## config.mk

```make
export PLATFORM = sky130hd
export DESIGN_NAME = demux1x2_32b_reg
export DESIGN_NICKNAME = d
export VERILOG_FILES = /design/src/rtl/alu_pkg.sv /design/src/rtl/demux_out_slot.sv /design/src/rtl/demux1x2_32b_reg.sv
export SDC_FILE = /design/constraint.sdc
export NUM_CORES = 1
export LEC_CHECK = 0
export BUFFER_PORTS_ARGS = -buffer_cell sky130_fd_sc_hd__buf_2
export CAP_MARGIN = 20
export CORE_UTILIZATION = 45
export CTS_CLUSTER_SIZE = 14
export DETAILED_ROUTE_END_ITERATION = 6
export GPL_TIMING_DRIVEN = 0
export PLACE_DENSITY = 0.84
export RECOVER_POWER = 50
export SLEW_MARGIN = 20
export SYNTH_ARGS = -nofsm -noshare
export SYNTH_HDL_FRONTEND = slang
export SYNTH_SLANG_ARGS = --single-unit
```

## constraint.sdc

```tcl
create_clock -name clk -period 1.51 [get_ports clk]
set_input_delay 0.302 -clock clk [delete_from_list [all_inputs] [get_ports clk]]
set_output_delay 0.302 -clock clk [all_outputs]
set_load 0.01 [all_outputs]
```

## src/rtl/alu_pkg.sv

```systemverilog
// Shared ALU datapath definitions: word widths, demux select encoding and
// the holding-slot state type.
package alu_pkg;

  localparam int DATA_W = 32;
  localparam int CNT_W  = 16;

  // in_sel encoding for the 1:2 result demux
  localparam logic SEL_OUT0 = 1'b0;
  localparam logic SEL_OUT1 = 1'b1;

  typedef enum logic {
    SLOT_EMPTY = 1'b0,
    SLOT_FULL  = 1'b1
  } slot_state_e;

endpackage

```

## src/rtl/demux_out_slot.sv

```systemverilog
// Single-entry valid/ready holding register for one demux output, with a
// delivered-word counter. A drain and a load in the same cycle replace the
// held word without a bubble.
module demux_out_slot
  import alu_pkg::*;
#(
  parameter int DW = DATA_W,
  parameter int CW = CNT_W
) (
  input  logic          clk,
  input  logic          rst_n,
  input  logic          i_load,
  input  logic [DW-1:0] i_data,
  input  logic          i_ready,
  output logic          o_valid,
  output logic [DW-1:0] o_data,
  output logic          o_free,
  output logic [CW-1:0] o_cnt
);

  slot_state_e   r_state, w_state_nxt;
  logic [DW-1:0] r_data;
  logic [CW-1:0] r_cnt;
  logic          w_drain;

  assign o_valid = (r_state == SLOT_FULL);
  assign w_drain = o_valid & i_ready;
  // A slot can take a word if it is empty or its word leaves this cycle.
  assign o_free  = !o_valid | i_ready;
  assign o_data  = r_data;
  assign o_cnt   = r_cnt;

  // Slot state register
  always_ff @(posedge clk or negedge rst_n) begin
    if (!rst_n) r_state <= SLOT_EMPTY;
    else        r_state <= w_state_nxt;
  end

  // Next state: a load always leaves the slot FULL; a lone drain empties it
  always_comb begin
    w_state_nxt = r_state;
    case (r_state)
      SLOT_EMPTY: if (i_load) w_state_nxt = SLOT_FULL;
      SLOT_FULL:  if (w_drain && !i_load) w_state_nxt = SLOT_EMPTY;
      default:    w_state_nxt = SLOT_EMPTY;
    endcase
  end

  // Payload register; the top only loads when o_free, so a stalled word is kept
  always_ff @(posedge clk or negedge rst_n) begin
    if (!rst_n)      r_data <= '0;
    else if (i_load) r_data <= i_data;
  end

  // Delivered-word counter, wraps naturally at 2^CW
  always_ff @(posedge clk or negedge rst_n) begin
    if (!rst_n)       r_cnt <= '0;
    else if (w_drain) r_cnt <= r_cnt + 1'b1;
  end

endmodule

```

## src/rtl/demux1x2_32b_reg.sv

```systemverilog
// Registered 1:2 demux for ALU result routing. Each word goes to out0 or
// out1 by in_sel; each output has its own holding slot so a stalled consumer
// only blocks words aimed at it.
module demux1x2_32b_reg
  import alu_pkg::*;
#(
  parameter int DATA_W = alu_pkg::DATA_W,
  parameter int CNT_W  = alu_pkg::CNT_W
) (
  input  logic              clk,
  input  logic              rst_n,
  input  logic              in_valid,
  output logic              in_ready,
  input  logic [DATA_W-1:0] in_data,
  input  logic              in_sel,
  output logic              out0_valid,
  input  logic              out0_ready,
  output logic [DATA_W-1:0] out0_data,
  output logic              out1_valid,
  input  logic              out1_ready,
  output logic [DATA_W-1:0] out1_data,
  output logic [CNT_W-1:0]  cnt0,
  output logic [CNT_W-1:0]  cnt1
);

  logic w_free0, w_free1;
  logic w_acc, w_load0, w_load1;

  // in_ready looks only at the selected slot, never at in_valid
  assign in_ready = (in_sel == SEL_OUT1) ? w_free1 : w_free0;
  assign w_acc    = in_valid & in_ready;
  assign w_load0  = w_acc & (in_sel == SEL_OUT0);
  assign w_load1  = w_acc & (in_sel == SEL_OUT1);

  demux_out_slot #(.DW(DATA_W), .CW(CNT_W)) u_slot0 (
    .clk     (clk),
    .rst_n   (rst_n),
    .i_load  (w_load0),
    .i_data  (in_data),
    .i_ready (out0_ready),
    .o_valid (out0_valid),
    .o_data  (out0_data),
    .o_free  (w_free0),
    .o_cnt   (cnt0)
  );

  demux_out_slot #(.DW(DATA_W), .CW(CNT_W)) u_slot1 (
    .clk     (clk),
    .rst_n   (rst_n),
    .i_load  (w_load1),
    .i_data  (in_data),
    .i_ready (out1_ready),
    .o_valid (out1_valid),
    .o_data  (out1_data),
    .o_free  (w_free1),
    .o_cnt   (cnt1)
  );

endmodule

```

; Word-level counts from Yosys, hierarchy flattened
; Cells that the tools add are included.
[op_classes]
muxes = 7
bitwise = 10
n_addsub = 2
reduce_logical = 6
[op_table]
columns = operator, n
row1 = $add A16 B1 Y16 const B, 2
row2 = $and A1 B1 Y1, 5
row3 = $mux W1, 5
row4 = $logic_not A1 Y1, 4
row5 = $pmux W1 S2, 2
row6 = $not A1 Y1, 3
row7 = $logic_and A1 B1 Y1, 2
row8 = $or A1 B1 Y1, 2
[word_totals]
word_cells = 31
out_inout_bits = 99
regBits = 98
inputBits = 38

; Longest topological paths before layout
[depth]
word_depth = 9
depth_mapped = 6

; By module
; A second synthesis with hierarchy kept.
[hier_totals]
cells_unflattened = 263
area_unflattened_um2 = 3853.7
[by_module_without_submodules]
columns = mod, area_per_inst_um2, instances, cells_each, seq_area_each_um2
row1 = demux_out_slot, 1910.6, 2, 130, 1226.2
row2 = demux1x2_32b_reg, 32.5, 1, 3, 0.0

; Least setup slack after synthesis
; Ideal clock, no wire load.
[synth_path]
kind = register -> register
from = reg u_slot1.r_cnt[0], in the netlist u_slot1.o_cnt[0]
to = reg u_slot1.r_cnt[8], in the netlist u_slot1.o_cnt[8]
synth_period_minus_slack_ns = 1.450
setup_time_ns = 0.128
slack_ns = 0.060
n_path_buf = 0
required_ns = 1.382
stages_incl_launch_ff = 6
arrival_time_ns = 1.323
path_cell_list = dfrtp_1 ha_1 and4_1 and3_1 and3_1 xor2_1
[synth_between]
elab_chain_cells = 1
[synth_rtl]
columns = item, line_no
row1 = start: declaration, demux_out_slot.sv:23  ; logic [CW-1:0] r_cnt;
row2 = start signal: assignment, demux_out_slot.sv:58  ; else if (w_drain) r_cnt <= r_cnt + 1'b1;
row3 = $add A16 B1 Y16, demux_out_slot.sv:58
; Every way passes these cells.
; A chain may end at the register's enable or synchronous reset.

; Worst setup path after layout
[layout_path]
from = reg u_slot0.r_state, in the netlist u_slot0.o_valid
to = out in_ready
[layout_between]
elab_chain_cells = 3
[layout_rtl]
columns = item, line_no
row1 = start: declaration, demux_out_slot.sv:21  ; slot_state_e r_state, w_state_nxt;
row2 = start signal: assignment, demux_out_slot.sv:36  ; else r_state <= w_state_nxt;
row3 = $logic_not A1 Y1, demux_out_slot.sv:29  ; assign o_free = !o_valid | i_ready;
row4 = $or A1 B1 Y1, demux_out_slot.sv:29
row5 = $mux W1, demux1x2_32b_reg.sv:30  ; assign in_ready = (in_sel == SEL_OUT1) ? w_free1 : w_free0;
row6 = end: declaration, demux1x2_32b_reg.sv:13  ; output logic in_ready,
; Every way passes these cells.

==> impl_metrics.tcl <==
set metrics [dict create \
    drc 0 \
    switching_share_pct 28.9 \
    synth_warnings 0 \
    synth_top_area_cell "dfrtp_1" \
    rsz0062_at_grt "true" \
    grt_overflow 0 \
    postSynthAreaPerCell_um2 15.8 \
    die_w_um 98.7 \
    cts_made_buffers 9 \
    dr.pass1.iters 4 \
    worst-path-buf-inv 1 \
    netlist_area_mm2 0.00420 \
    cpPeakStageDelay_ns 0.44 \
    syn_inst 266 \
    crit_chain "nand2b_4 -> mux2_4 -> buf_6" \
    p_per_area_mw_per_mm2 1290 \
    routed_via_density 4.96 \
    grt_pass1_vias 2741 \
    ir_drop_v 0.000616 \
    outcome "finished, violations left" \
    synth.area.top_cells "dfrtp_1, mux2_4, xnor2_1" \
    fp.dieH_um 98.7 \
    dpl.hpwl_um 5930 \
    insertion_delay_ns 0.34 \
    dr.first_iter.drc_count 22 \
    antenna_found_initial 0 \
    cts_sinks 98 \
    p_int_mw 5.02 \
    hold_path.class "in -> reg" \
    grt_pass1_wl_um 13700 \
    crit_fanout 5 \
    hold_viol_final 0 \
    start_util_pct 47.3 \
    wl_um 8570 \
    violations "setup timing" \
    ys.flop_type "dfrtp_1" \
    fin_ws_ns -0.0387 \
    ys_seq_elements 98 \
    routabilityCongestion 0.776 \
    path_class "reg -> out" \
    cp-end-kind "primary output" \
    io_buffers 136 \
    path_clk_slew_ns 0.10 \
    cts_tree "done" \
    grt_max_degree 85 \
    synth_fp_nets 306 \
    dieArea_mm2 0.00973 \
    fin_nets 468 \
    finalCritPeriodShare_pct 103 \
    vias 2679 \
    finalCriticalPeriod_ns 1.55 \
    leakage_nw 2.78 \
    drive_above_1_share_pct 55.3 \
    relSlewSlack_pct 50.1 \
    synthToLayoutAreaGrowth_pct 30.0 \
    ys_seq_area_share_pct 58.3 \
    cp.required_ns 1.21 \
    grt_usage_pct 17.9 \
    critPathArrivalTime_ns 1.25 \
    cts_root_buffer "clkbuf_8" \
    synthArstFlopShare_pct 100 \
    synthDistinctLibCells 28 \
    pwr-share-seq_pct 48.8 \
    synth_edf_count 0 \
    core_area_mm2 0.00889 \
    worst_hold_slack_ns 0.195 \
    p_clk_share_pct 25.5 \
    io_pins 137 \
    path_delay_family "flip-flops" \
    critPathSlowestCell "dfrtp_2" \
    htreeDepth 3 \
    p_comb_share_pct 25.7 \
    clk_path_buf_depth 2 \
    rows 34 \
    n_antenna_cell 0 \
    final_cell_count_no_fill 540 \
    wl_per_cell_um 15.9 \
    p_sw_mw 2.04 \
    setup_violations 1 \
    route.antenna.remaining_nets 0 \
    max_cap_violations 0 \
    dp_cells 511 \
    worstMarginPinSlew_ns 0.748 \
    synth_top_area_share_pct 58.3 \
    skew_ns 0.0153 \
    slew_violations 0 \
    r2r_slack_ns 0.02 \
    crit_path_start_kind "flop" \
    max_freq_mhz 646 \
]
cell usage in the layout, fill, tap and decap left out, drive strengths merged, types with 3 or more instances in the layout:
cell type,n
xnor2,19
buf,139
nand2,16
nand3,9
nand4,7
clkbuf,29
nor3,4
nor2,7
xor2,11
inv,3
dfrtp,98
mux2,67
nor4,3
and3,5
power groups by stage:
stage,logic (mW),registers (mW),clock network (mW)
floorplan,0.777,3.67,0
global placement,1.66,3.47,0
detailed placement,1.72,3.49,0
CTS,1.74,3.45,1.85
global route,1.96,3.50,1.95
finish,1.82,3.44,1.80
state kept, by name, indices dropped and copies added (netlist names):
| signal | cells |
|---|---|
| u_slot0.o_cnt | 16 |
| u_slot1.o_cnt | 16 |
| u_slot1.o_data | 32 |
| u_slot0.o_valid | 1 |
| u_slot0.o_data | 32 |
| u_slot1.o_valid | 1 |
cell type report:
class                      instances  area [um^2]
clock buffer                      10          128
sequential                        98         2460
buffer                             8          151
inverter                           3         11.3
multi-input combinational        157         1660
clock inverter                     5         80.1
tap                              108          135
fill                             707         3430
timing repair buffer             151          845
worst register-to-register path, stage by stage (launching register included):
cell and delay, ns:
dfrtp_2 0.46, nand2b_4 0.09, and3b_2 0.20, buf_12 0.16
clkbuf_16 0.16, mux2_4 0.29
stage by stage:
stage          cell area, um^2  TNS (ns)  setup slack, ns  power [mW]  utilization (%)
3_3_place_gp              5020    -71.99           -0.738        5.12             56.5
4_1_cts                   5310   -0.0598          -0.0598        7.04             59.7
6_report                  5460   -0.0387          -0.0387        7.06             61.5
3_5_place_dp              5050    -0.777          -0.0430        5.21             56.8
2_1_floorplan             4200         0           0.0596        4.45                -
5_1_grt                   5460    -0.393          -0.0922        7.41             61.5
cells in the mapped netlist (2+ instances only):
| master | number |
|---|---|
| nand3_2 | 2 |
| inv_1 | 3 |
| xor2_1 | 11 |
| xnor2_1 | 19 |
| ha_1 | 2 |
| nand2_1 | 16 |
| buf_6 | 5 |
| mux2_2 | 8 |
| and3_1 | 5 |
| dfrtp_1 | 98 |
| nand4_1 | 6 |
| buf_12 | 3 |
| nand3_1 | 7 |
| nor2_1 | 7 |
| nor3_1 | 3 |
| mux2_4 | 59 |
what timing repair did:
item | in CTS | in global routing
buffers inserted | 2 | 8
pin swaps | 0 | 2
cloned | 0 | 3
resized for setup | 6 | 13
endpoints found under the setup margin | 47 | 59
endpoints found under the hold margin | 14 | 0
hold buffers | 1 | 0
worst paths after layout:
path / start / to / depth (start not counted)
worst max-delay path: u_slot0.o_valid$_DFF_PN0_ / in_ready / 3
worst max register to register: u_slot0.o_valid$_DFF_PN0_ / u_slot0.o_data[28]$_DFFE_PN0P_ / 5
max in group asynchronous: rst_n / u_slot0.o_valid$_DFF_PN0_ / 3
worst min register to register: u_slot1.o_cnt[15]$_DFFE_PN0N_ / u_slot1.o_cnt[15]$_DFFE_PN0N_ / 1
min in group asynchronous: rst_n / u_slot1.o_cnt[10]$_DFFE_PN0N_ / 2
worst min-delay path: in_data[18] / u_slot1.o_data[18]$_DFFE_PN0P_ / 2
kinds of logic after synthesis:
group	after synthesis	synth area share, %
flip-flops	98	58.3
multiplexers	67	23.2
AND/OR/NAND/NOR	58	8.57
XOR/XNOR	30	6.25
buffers and inverters	11	3.04
adder cells (fa/ha/maj)	2	0.595
metal layers:
| layer | wire length, um | GRT usage, % | vias up |
|---|---|---|---|
| li1 | - | - | 1242 |
| met1 | 4030 | 24.3 | 1350 |
| met2 | 4130 | 29.7 | 78 |
| met3 | 320 | 3.12 | 9 |
| met4 | 81 | 4.82 | 0 |
| met5 | 0 | 0 | - |
Note: power is estimated with default switching activity, not from simulation.
